<file path="src/rtl/fetch_pc_gen.sv">
// Fetch PC generator: owns the fetch PC, issues in-order imem requests and
// buffers responses with their PC and prediction metadata for decode.
module fetch_pc_gen #(
    parameter int              XLEN         = 32,
    parameter logic [XLEN-1:0] RESET_VECTOR = '0,
    parameter int              BUF_DEPTH    = 2
) (
    input  logic            clk,
    input  logic            reset,

    output logic [XLEN-1:0] pred_lookup_pc_o,
    input  logic [XLEN-1:0] pred_pc_i,
    input  logic            pred_taken_i,
    input  logic            pred_v_i,

    input  logic            bu_redirect_i,
    input  logic [XLEN-1:0] bu_redirect_pc_i,
    input  logic            csr_redirect_i,
    input  logic [XLEN-1:0] csr_redirect_pc_i,

    output logic            imem_req_o,
    output logic [XLEN-1:0] imem_addr_o,
    input  logic            imem_gnt_i,
    input  logic            imem_rvalid_i,
    input  logic [31:0]     imem_rdata_i,

    output logic            if_valid_o,
    output logic [31:0]     if_instr_o,
    output logic [XLEN-1:0] if_pc_o,
    output logic            if_pred_taken_o,
    output logic [XLEN-1:0] if_pred_pc_o,
    input  logic            dec_ready_i
);

    localparam int PTR_W = $clog2(BUF_DEPTH);
    localparam int CNT_W = $clog2(BUF_DEPTH + 1);

    logic [XLEN-1:0]  pc_reg,      pc_next;
    logic [PTR_W-1:0] head_reg,    head_next;
    logic [PTR_W-1:0] tail_reg,    tail_next;
    logic [PTR_W-1:0] fill_reg,    fill_next;
    logic [CNT_W-1:0] occ_reg,     occ_next;
    logic [CNT_W-1:0] pend_reg,    pend_next;
    logic [CNT_W-1:0] discard_reg, discard_next;

    logic            redirect;
    logic [XLEN-1:0] redirect_pc;
    logic [CNT_W:0]  inflight_sum;
    logic            take;
    logic            grant;
    logic            fill;
    logic            drop_resp;
    logic            pop;

    logic [XLEN-1:0] entry_pc        [BUF_DEPTH];
    logic            entry_pred_taken[BUF_DEPTH];
    logic [XLEN-1:0] entry_pred_pc   [BUF_DEPTH];
    logic [31:0]     entry_instr     [BUF_DEPTH];

    // CSR redirect outranks the branch unit; targets are word aligned on load.
    assign redirect    = bu_redirect_i | csr_redirect_i;
    assign redirect_pc = (csr_redirect_i ? csr_redirect_pc_i : bu_redirect_pc_i)
                         & ~XLEN'(3);

    // Requests still in flight whose data will be dropped also hold a slot,
    // so responses never need backpressure.
    assign inflight_sum = {1'b0, occ_reg} + {1'b0, discard_reg};
    assign imem_req_o   = ~reset & ~redirect
                          & (inflight_sum < (CNT_W+1)'(BUF_DEPTH));
    assign imem_addr_o      = pc_reg;
    assign pred_lookup_pc_o = pc_reg;

    assign take      = pred_v_i & pred_taken_i;
    assign grant     = imem_req_o & imem_gnt_i;
    assign drop_resp = imem_rvalid_i & (discard_reg != '0);
    assign fill      = imem_rvalid_i & (discard_reg == '0) & ~redirect;

    // Entries fill in allocation order, so the head is filled exactly when
    // more entries are allocated than are still waiting for data.
    assign if_valid_o      = ~reset & (occ_reg > pend_reg);
    assign pop             = if_valid_o & dec_ready_i;
    assign if_instr_o      = entry_instr[head_reg];
    assign if_pc_o         = entry_pc[head_reg];
    assign if_pred_taken_o = entry_pred_taken[head_reg];
    assign if_pred_pc_o    = entry_pred_pc[head_reg];

    always_comb begin
        pc_next      = pc_reg;
        head_next    = head_reg;
        tail_next    = tail_reg;
        fill_next    = fill_reg;
        occ_next     = occ_reg;
        pend_next    = pend_reg;
        discard_next = discard_reg;

        if (redirect) begin
            pc_next      = redirect_pc;
            head_next    = '0;
            tail_next    = '0;
            fill_next    = '0;
            occ_next     = '0;
            pend_next    = '0;
            // Every unfilled entry still has a response coming; one arriving
            // now is consumed here.
            discard_next = discard_reg + pend_reg - CNT_W'(imem_rvalid_i);
        end else begin
            if (grant) begin
                pc_next   = take ? pred_pc_i : pc_reg + XLEN'(4);
                tail_next = tail_reg + PTR_W'(1);
            end
            if (fill) begin
                fill_next = fill_reg + PTR_W'(1);
            end
            if (pop) begin
                head_next = head_reg + PTR_W'(1);
            end
            if (drop_resp) begin
                discard_next = discard_reg - CNT_W'(1);
            end
            occ_next  = occ_reg + CNT_W'(grant) - CNT_W'(pop);
            pend_next = pend_reg + CNT_W'(grant) - CNT_W'(fill);
        end
    end

    always_ff @(posedge clk or posedge reset) begin
        if (reset) begin
            pc_reg      <= RESET_VECTOR;
            head_reg    <= '0;
            tail_reg    <= '0;
            fill_reg    <= '0;
            occ_reg     <= '0;
            pend_reg    <= '0;
            discard_reg <= '0;
        end else begin
            pc_reg      <= pc_next;
            head_reg    <= head_next;
            tail_reg    <= tail_next;
            fill_reg    <= fill_next;
            occ_reg     <= occ_next;
            pend_reg    <= pend_next;
            discard_reg <= discard_next;
        end
    end

    // Payload storage carries no reset; validity lives entirely in the counters.
    genvar gi;
    generate
        for (gi = 0; gi < BUF_DEPTH; gi++) begin : g_entry
            logic [XLEN-1:0] pc_store_reg;
            logic            taken_store_reg;
            logic [XLEN-1:0] target_store_reg;
            logic [31:0]     instr_store_reg;

            always_ff @(posedge clk) begin
                if (grant && (tail_reg == PTR_W'(gi))) begin
                    pc_store_reg     <= pc_reg;
                    taken_store_reg  <= take;
                    target_store_reg <= pred_pc_i;
                end
                if (fill && (fill_reg == PTR_W'(gi))) begin
                    instr_store_reg <= imem_rdata_i;
                end
            end

            assign entry_pc[gi]         = pc_store_reg;
            assign entry_pred_taken[gi] = taken_store_reg;
            assign entry_pred_pc[gi]    = target_store_reg;
            assign entry_instr[gi]      = instr_store_reg;
        end
    endgenerate

`ifndef SYNTHESIS
    rvalid_has_owner: assert property (@(posedge clk) disable iff (reset)
        imem_rvalid_i |-> ((pend_reg != '0) || (discard_reg != '0)));
`endif

endmodule

</file>
<file path="config.mk">
export PLATFORM = sky130hd
export DESIGN_NAME = fetch_pc_gen
export DESIGN_NICKNAME = d
export VERILOG_FILES = /design/src/rtl/fetch_pc_gen.sv
export SDC_FILE = /design/constraint.sdc
export NUM_CORES = 1
export LEC_CHECK = 0
export CAP_MARGIN = 20
export CORE_ASPECT_RATIO = 0.5
export CORE_MARGIN = 2
export CORE_UTILIZATION = 50
export CTS_BUF_LIST = sky130_fd_sc_hd__clkbuf_16
export DETAILED_ROUTE_END_ITERATION = 8
export PLACE_DENSITY = 0.81
export SLEW_MARGIN = 20
export SYNTH_ARGS = -nofsm -noshare
export SYNTH_HDL_FRONTEND = slang
export SYNTH_SLANG_ARGS = --single-unit
</file>
<file path="constraint.sdc">
create_clock -name clk -period 14.9 [get_ports clk]
set_input_delay 4.47 -clock clk [delete_from_list [all_inputs] [get_ports clk]]
set_output_delay 4.47 -clock clk [all_outputs]
set_load 0.02 [all_outputs]
</file>
==> summary.txt <==
STATUS
--------------------------------------------------------------------------------------
Status .................................................................. finished clean

LOGIC SYNTHESIS
--------------------------------------------------------------------------------------
Synthesized net count ...................................................          878
Synthesized area ........................................................   0.0106 mm2
Most instantiated flip-flop cell in the synthesis netlist ............... sky130_fd_sc_hd__edfxtp_1
Portion of the post-synthesis area used by sequential elements ..........        0.649
Number of synthesized flops with an enable pin ..........................          194
Synthesized-area fraction occupied by xor and xnor cells ................       0.0282
Yosys reg bits ..........................................................          235
Adder-Cell Fraction of Synth Area .......................................       0.0138
Simple-gate portion of the synthesized area .............................       0.0823
Synth Warn # ............................................................            0
Netlist cell types ......................................................           56
Share of the synthesized area in compound gates (AO/OA/AOI/OAI) .........       0.0726
Largest family of logic cells by synthesized area ....................... multiplexers
Proportion of synthesized area in mux cells .............................        0.105
Cell count after synthesis ..............................................          730
Avg Inst Size Synth .....................................................     14.5 um2
Share of flip-flops with an asynchronous set or reset after synthesis ...        0.174

SETUP PATH
--------------------------------------------------------------------------------------
Worst reg2reg endpoint .................................................. g_entry[0].pc_store_reg[18]
Source of the critical timing path ...................................... csr_redirect_i
Critical Path AT ........................................................      6.40 ns
Reg2reg path depth ......................................................            9
Required arrival time at the worst endpoint .............................     10.43 ns
Crit path capture type .................................................. primary output
Critical Path Start Type ................................................    input pin
Critical path peak fanout ...............................................           58
Worst setup path class .................................................. input pin to primary output
Flop2flop setup slack ...................................................     10.78 ns
R2r startpoint .......................................................... discard_reg[0]

CLOCKING
--------------------------------------------------------------------------------------
Max clock buf depth .....................................................            3
Clock slew at the register clock pins of the worst setup and hold paths .      0.07 ns
TritonCTS clock tree ....................................................          yes
Hold-fix buffers, CTS ...................................................            0
Clock tree root driver cell ............................................. sky130_fd_sc_hd__clkbuf_16
Clock net sink count ....................................................          235
H-tree levels ...........................................................            1
Count of buffers added by post-CTS timing repair for setup ..............            0
Number of buffers created by CTS ........................................           22
Cells resized by post-CTS repair ........................................            0
Clock insertion delay at the later pin of the skew report ...............      0.51 ns

GRT
--------------------------------------------------------------------------------------
Overall track demand over capacity in global routing ....................        0.244
Vias in the first global route ..........................................         7246
Initial antenna violation count .........................................            0
Largest net degree at the start of global routing .......................           66
Congestion Overflow GR ..................................................            0
First-pass GRT wire length ..............................................      41.6 mm

DRT
--------------------------------------------------------------------------------------
Total wire length .......................................................      27.6 mm
Drt via density .........................................................         5.55
Drt pass-1 iters ........................................................            5
Met3 WL post-DR .........................................................      1.73 mm
Detailed router's first-iteration violation count .......................          491
DR top layer ............................................................         met4
Length of routed met2 wiring ............................................      13.6 mm
M1 wire length ..........................................................      11.6 mm
Routed wirelength normalized by instance count ..........................      21.6 um
Total number of vias ....................................................         7098
DRC violation count after routing .......................................            0
Antenna Violating Nets Remaining ........................................            0

POWER AND IR DROP
--------------------------------------------------------------------------------------
Internal power ..........................................................    0.00123 W
Worst IR drop on VDD ....................................................      69.3 uV
Power share of the combinational group ..................................        0.150
PD cells ................................................................   115 mW/mm2
Clock Power Share .......................................................        0.377
LEAKAGE .................................................................      4.94 nW
Register share of total power ...........................................        0.473
Switching power as a share of total power ...............................        0.249
NetSw ...................................................................   0.000406 W

DIE
--------------------------------------------------------------------------------------
IO Count ................................................................          300
Die width ...............................................................       209 um
Std cell rows ...........................................................           37
Initial Util ............................................................        0.511
Die footprint ...........................................................   0.0224 mm2
Die Y-Extent ............................................................       107 um
Standard cell core area .................................................   0.0206 mm2

TIMING
--------------------------------------------------------------------------------------
Actual slew at the worst max-slew pin ...................................      1.03 ns
Final setup violation count .............................................            0
Worst-case clock skew ...................................................    0.0125 ns
Final sum of negative setup slack .......................................         0 ns
Fin. Hold Viols .........................................................            0
Min cycle time layout ...................................................     10.87 ns
Relative slew margins ...................................................        0.314
Maximum clock frequency .................................................     92.0 MHz
Fraction of the cycle the final worst path needs ........................        0.730
Count of pins over their slew limit .....................................            0
Final hold slack ........................................................     0.522 ns
RSZ-0062 raised after global routing ....................................        false

FINISH
--------------------------------------------------------------------------------------
NumNets Final ...........................................................         1138
Fillers .................................................................         1405
Area added between synthesis and finish .................................        35.1%
Highest-count cells in the layout ignoring fill and taps ................ sky130_fd_sc_hd__clkdlybuf4s50_1, sky130_fd_sc_hd__edfxtp_1, sky130_fd_sc_hd__mux2_2
Most common cell after layout, fill and taps aside ...................... sky130_fd_sc_hd__clkdlybuf4s50_1
N_diodes ................................................................            0
Layout cells sized above 1 ..............................................        0.173

JOB
--------------------------------------------------------------------------------------
MaxCap Viol Count .......................................................            0

WORST HOLD PATH
--------------------------------------------------------------------------------------
Number of cells on the worst hold path ..................................            0
Endpoint with the worst hold slack ...................................... g_entry[0].pc_store_reg[0]
Launch point of the worst hold path ..................................... imem_addr_o[0]
Worst min path class .................................................... flip-flop to flip-flop

PLACE
--------------------------------------------------------------------------------------
Global placer's final weighted congestion ...............................        0.826
Half-perimeter wire length of the detailed placement result .............      18.5 mm
Number of buffers inserted by port buffering ............................          295

==> power groups by stage <==
stage	clock network, W	registers [W]	logic [W]
global placement	0	0.000783	0.000237
CTS	0.000625	0.000771	0.000246
finish	0.000616	0.000772	0.000246
detailed placement	0	0.000785	0.000244
floorplan	0	0.000786	0.000126
global route	0.000650	0.000775	0.000262
==> worst max path at each step <==
stage	to	slack (ns)	cells after the start
3_5_place_dp	imem_req_o	4.08	5
3_3_place_gp	imem_req_o	4.07	5
5_1_grt	imem_req_o	3.99	5
4_1_cts	imem_req_o	4.06	5
2_1_floorplan	imem_req_o	4.67	4
6_report	imem_req_o	4.03	5
==> worst max-delay path, cell delays in order <==
cell and delay, ns:
sky130_fd_sc_hd__buf_2 0.09, sky130_fd_sc_hd__buf_4 0.34, sky130_fd_sc_hd__or2_2 0.57, sky130_fd_sc_hd__nor4_1 0.24, sky130_fd_sc_hd__clkdlybuf4s50_1 0.67
==> synthesized netlist by cell type (8+ instances only) <==
master / count / area (um2)
sky130_fd_sc_hd__edfxtp_1: 194 / 5830
sky130_fd_sc_hd__mux2_2: 97 / 1090
sky130_fd_sc_hd__nand2_1: 42 / 158
sky130_fd_sc_hd__dfrtp_1: 41 / 1030
sky130_fd_sc_hd__a21oi_1: 37 / 185
sky130_fd_sc_hd__buf_4: 34 / 255
sky130_fd_sc_hd__nor2_1: 28 / 105
sky130_fd_sc_hd__o21ai_0: 23 / 115
sky130_fd_sc_hd__xnor2_1: 18 / 158
sky130_fd_sc_hd__clkbuf_1: 17 / 63.8
sky130_fd_sc_hd__nand3_1: 17 / 85.1
sky130_fd_sc_hd__nand3b_1: 16 / 120
sky130_fd_sc_hd__xor2_1: 16 / 140
sky130_fd_sc_hd__inv_1: 11 / 41.3
sky130_fd_sc_hd__ha_1: 10 / 125
sky130_fd_sc_hd__nor3_1: 10 / 50.1
sky130_fd_sc_hd__o21ai_2: 10 / 87.6
sky130_fd_sc_hd__a221oi_2: 9 / 135
sky130_fd_sc_hd__and3_1: 8 / 50.1
sky130_fd_sc_hd__nand4_1: 8 / 50.1
==> cell type report <==
cell class,count,area [um2],area share
Sequential cell,235,6860,0.481
Multi-Input combinational cell,414,3210,0.225
Timing Repair Buffer,304,3010,0.211
Clock buffer,23,576,0.0404
Tap cell,273,342,0.0239
Clock inverter,17,213,0.0149
Inverter,13,53.8,0.00377
==> cells by family after synthesis <==
kind of cell               count (synthesis)
adders and majority gates                 11
and+or+nand+nor                          159
DFF                                      235
xor gates and xnor gates                  34
muxes                                     99
buffers and inverters                     81
AOI/OAI and AO/OA                        111
==> layer usage <==
metal  GRT usage  up-vias
li1            -     3241
met1       0.327     3537
met2       0.409      263
met3      0.0480       57
met4      0.0709        0
met5           0        -
==> per-stage QoR <==
stage	util	cells	power (W)	instance area [um2]	worst slack, ns
after CTS	0.691	1279	0.00164	14300	4.06
after global placement	0.653	1239	0.00102	13500	4.07
after global routing	0.691	1279	0.00169	14300	3.99
after floorplan	-	730	0.000913	10600	4.67
final	0.691	1279	0.00163	14300	4.03
after detailed placement	0.653	1239	0.00103	13500	4.08
Note: power is estimated with default switching activity, not from simulation.
==> patch 1 (same settings) <==
Make the reset (`reset`) synchronous in one clocked block.
--- a/src/rtl/fetch_pc_gen.sv
+++ b/src/rtl/fetch_pc_gen.sv
@@ -123,5 +123,5 @@
     end
 
-    always_ff @(posedge clk or posedge reset) begin
+    always_ff @(posedge clk) begin
         if (reset) begin
             pc_reg      <= RESET_VECTOR;
Behaviour: differs if reset is asserted again (counterexample within 4 cycles, from zero or initial values and one cycle with reset high); with reset held inactive, the same outputs for 4 cycles.
==> patch 1 against the original RTL <==
Total power down 12%. Synthesized area down 2.4%. Cell area is 2.3% lower. Sequential cell count stayed put. Sequential power decreased by 3.5%. Worst setup slack got worse by 530 ps. Largest cell class unchanged. Routed wire length grew 3.7%. Clock power down 14%.
==> patch 1: results (changes against the original RTL) <==
• **share of the final layout cell area in sequential cells** 47.7%, -0.33 points
• **net count after synthesis** 888, +1.1%
• **share of final layout cell area taken by clock buffers and inverters** 4.71%, -0.82 points
• **total routing usage reported by global routing** 25.7%, +1.3 points
• **ratio of cells with drive above 1 in the final layout** 15.2%, -2.1 points
• **detailed-placement wirelength estimate** 19600 um, +5.7%
• **mean instance size in the synthesized netlist** 13.9 um2, -3.7%
• **length in cells of the worst reg-to-reg path** 8, -1
• **number of signal-net inverters in the final layout** 16, +3
• **terminus of the critical flop-to-flop path** g_entry[0].target_store_reg[27]$_DFFE_PP_
• **number of cells in the design after placement** 1247, +0.65%
• **count of plain and timing-repair buffers** 307, +0.99%
• **critical path launch point** reset
• **Metal-1 WL** 11900 um, +2.9%
• **via count of the first global-routing pass** 7179, -0.92%
• **top cells by instance count after synthesis** 194 x edfxtp_1, 98 x mux2_2, 41 x dfxtp_1, 38 x nand2_1, 34 x buf_4
• **met3 WL** 2260 um, +30%
• **multi-input logic area** 0.00318 mm2, -0.90%
• **maximum net fanout on the critical path** 29, -50%
• **grt met1 use** 34.9%, +2.1 points
• **switching component of the power** 336 uW, -17%
• **outcome** completed
• **largest net degree at the start of global routing** 53, -20%
• **final cell count without fillers** 1285, +0.47%
• **GP Congestion** 0.876, +6.1%
• **worst-case hold path end point** g_entry[1].pc_store_reg[7]$_DFFE_PP_
• **number of nets in the finished design** 1145, +0.62%
• **min cycle time layout** 11410 ps, +535 ps
• **instance area at placement** 0.0133 mm2, -1.5%
• **transition time of the tightest slew-check pin** 1020 ps, -8.02 ps
• **wire length per cell** 22.3 um, +3.2%
• **share of flip-flops with an asynchronous set or reset after synthesis** 0%, -17 points
• **worst-case vdd ir drop** 0.0773 mV, +12%
• **CP arrival** 6940 ps, +540 ps
• **number of clock buffers in the layout** 21, -8.7%
• **met3 layer usage reported by global route** 5.35%, +0.55 points
• **wire length of the first global-routing pass** 42300 um, +1.6%
• **register-to-register path setup slack** 10630 ps, -150 ps
• **Fin Clk Skew** 7.14 ps, -5.40 ps
• **worst-case setup slack after placement** 3570 ps, -508 ps
• **reg-to-reg critical path startpoint** discard_reg[0]$_SDFFE_PP0P_
• **filler cell count in the final layout** 1438, +2.3%
• **total length of routed met2 wires** 13800 um, +1.5%
• **initial DRC count** 673, +37%
• **Synth cell types** 59, +5.4%
• **layout sequential cell count** 235, unchanged
• **DR pass1 iterations** 6, +1
• **proportion of synthesized chip area in sequential cells** 64.5%, -0.38 points
• **sequential cell area in the final layout** 0.00665 mm2, -3.0%
• **Hold Path Origin** imem_addr_o[7]$_SDFFE_PP0P_
• **vias per cell** 5.72, +3.0%
• **final hold slack** 561 ps, +38.4 ps
• **number of combinational gates with multiple inputs** 416, +0.48%
• **static leakage** 4.68 nW, -5.4%
• **proportion of final cell area spent on non-clock buffers** 21.8%, +0.70 points
## patch 1: changes by cell type in the layout (fill, tap and decap cells not counted), moves of 9 or more
cell      before  now
nand3_1       17   27
xor2_1        16    5
dfxtp_1        0   40
nand3b_1      16    2
a21oi_1       37   28
o21ai_2       10    0
dfrtp_1       40    0
## patch 1: kinds of logic (layout without fill, tap and decap cells)
kind of cell | count (synthesis) | count (layout) | share of synthesized area (%)
simple gates | 153 | 153 | 7.80
buf+inv | 89 | 361 | 4.65
mux | 100 | 100 | 10.9
fa+ha+maj | 11 | 11 | 1.41
flops | 235 | 235 | 64.5
xor+xnor | 23 | 23 | 1.96
compound gates | 129 | 129 | 8.74
## patch 1: power by group through the flow
stage / sequential [mW] / combinational [mW] / clock [mW]
after floorplan: 0.759 / 0.0723 / 0
after global placement: 0.757 / 0.157 / 0
after detailed placement: 0.758 / 0.160 / 0
after CTS: 0.744 / 0.161 / 0.537
after global routing: 0.746 / 0.171 / 0.566
final: 0.745 / 0.162 / 0.531
==> patch 2 (same flow settings) <==
Made on the original files. The parameter `XLEN` goes from 32 to 48.
--- a/src/rtl/fetch_pc_gen.sv
+++ b/src/rtl/fetch_pc_gen.sv
@@ -2,5 +2,5 @@
 // buffers responses with their PC and prediction metadata for decode.
 module fetch_pc_gen #(
-    parameter int              XLEN         = 32,
+    parameter int              XLEN         = 48,
     parameter logic [XLEN-1:0] RESET_VECTOR = '0,
     parameter int              BUF_DEPTH    = 2
Interface: changed (7 resized); port bits go from 300 to 412. The function was not compared with the original's and may differ.
==> patch 2 against the original RTL <==
Sequential cell count is 80 higher. Sequential share of layout area is 0.065 points lower. Total power is 31% higher. Synthesized cell count is 35% higher. Synthesized area is 33% higher. Worst setup slack better by 140 ps. Clock skew is 0.56 ps higher. Largest cell class unchanged. Routed wire length is 48% higher. Critical path depth is 1 lower. Critical endpoint unchanged. Via count is 39% higher. Cell area is 34% higher.
==> patch 2: results (changes against the original RTL) <==
• **filler cell count in the final layout** 1932, +38%
• **DR pass1 iterations** 8, +3
• **wire length of the first global-routing pass** 59400 um, +43%
• **number of hold buffers added after CTS** 0, unchanged
• **GRT overflow** 0, unchanged
• **final cell count without fillers** 1749, +37%
• **top cells by instance count after synthesis** 258 x edfxtp_1, 130 x mux2_2, 67 x nand2_1, 57 x dfrtp_1, 52 x nor2_1
• **number of instances in the synthesized netlist** 989, +35%
• **number of nets in the finished design** 1538, +35%
• **vias per cell** 5.66, +1.9%
• **Synth cell types** 57, +1.8%
• **via count of the first global-routing pass** 9745, +34%
• **EDFF count, synth** 258, +33%
• **outcome** completed
• **net switching share of the total power** 25.0%, +0.11 points
• **total routing usage reported by global routing** 27.1%, +2.8 points
• **ratio of cells with drive above 1 in the final layout** 15.6%, -1.7 points
• **Min-Delay Path Class** reg -> reg
• **dominant register cell in the synthesized netlist** edfxtp_1
• **DRT Wirelength** 40900 um, +48%
• **maximum net fanout on the critical path** 34, -41%
• **CP arrival** 6270 ps, -130 ps
• **max incr delay on CP** 680 ps
• **buffers added on ports** 407, +38%
• **proportion of synthesized chip area in sequential cells** 65.6%, +0.64 points
• **initial antenna violation count** 3, +3
• **Hold Path Origin** imem_addr_o[0]$_DFFE_PP0P_
• **maximum level of the CTS H-tree** 1, unchanged
• **static leakage** 6.69 nW, +35%
• **CP max stage cell** clkdlybuf4s50_1
• **synth top area cells** edfxtp_1 55%, mux2_2 10%, dfrtp_1 10%
• **delay-heaviest family, CP** buffers and inverters
• **GP Congestion** 0.861, +4.3%
• **share of flip-flops with an asynchronous set or reset after synthesis** 18.1%, +0.65 points
• **net count after synthesis** 1185, +35%
• **total clock buffers created by CTS** 28, +27%
• **later-pin clock latency in the skew report** 550 ps, +40 ps
• **worst-case vdd ir drop** 0.0880 mV, +27%
• **most frequently used cell type in the post-synthesis netlist** edfxtp_1
• **initial DRC count** 1197, +140%
• **Max-slew headroom** 24.0%, -7.3 points
• **largest net degree at the start of global routing** 85, +29%
• **Fin Clk Skew** 13.1 ps, +0.560 ps
• **detailed-placement wirelength estimate** 27500 um, +48%
## patch 2: changes by cell type after synthesis, moves of 16 or more
cell      change
edfxtp_1     +64
mux2_2       +33
nand2_1      +25
o21ai_1      +25
nor2_1       +24
clkbuf_1     +17
a22oi_1      +16
dfrtp_1      +16
xor2_1       +16
## patch 2: routing by layer
metal / GRT usage [%] / routed length, um
met1: 35.7 / 16200
met2: 46.1 / 20700
met3: 4.12 / 2500
met4: 10.2 / 1470
met5: 0 / 0
## patch 2: path summary, 6_finish.rpt
path | slack, ps | endpoint | cells past startpoint
min reg2reg | 560 | g_entry[1].pc_store_reg[0]$_DFFE_PP_ | 0
max in group asynchronous | 9680 | imem_addr_o[44]$_DFFE_PP0P_ | 3
min in group asynchronous | 4230 | head_reg$_DFFE_PP0P_ | 2
min | 560 | g_entry[1].pc_store_reg[0]$_DFFE_PP_ | 0
max | 4160 | imem_req_o | 4
max reg2reg | 11100 | g_entry[0].pc_store_reg[44]$_DFFE_PP_ | 9
## patch 2: cells by family after synthesis
family	Yosys count	share of synthesized area, %
adders and majority gates	11	1.04
AOI/OAI and AO/OA	160	7.60
buffers and inverters	113	4.47
xor gates and xnor gates	47	2.94
and+or+nand+nor	208	7.57
muxes	135	10.8
DFF	315	65.6
## patch 2: area by class of cell
cell class              instances  area, um2  area share (%)
diodes                          3       7.51          0.0393
clock buffers                  29        726            3.80
clock inverters                23        269            1.41
inverters                      14       52.6           0.275
multi-input cells             561       4220            22.1
flip-flops and latches        315       9180            48.0
well taps                     382        478            2.50
repair buffers                422       4190            21.9
## patch 2: power groups by stage
stage          clock network (mW)  logic [mW]  registers [mW]
2_1_floorplan                   0       0.151            1.05
3_3_place_gp                    0       0.303            1.05
3_5_place_dp                    0       0.310            1.05
4_1_cts                     0.795       0.312            1.04
5_1_grt                     0.829       0.334            1.04
6_report                    0.786       0.314            1.04
## patch 2: stage by stage
| step | cell area, um2 | setup WS [ps] |
|---|---|---|
| after floorplan | 14000 | 4650 |
| after global placement | 18100 | 4200 |
| after detailed placement | 18100 | 4170 |
| after CTS | 19100 | 4190 |
| after global routing | 19100 | 4050 |
| final | 19100 | 4160 |
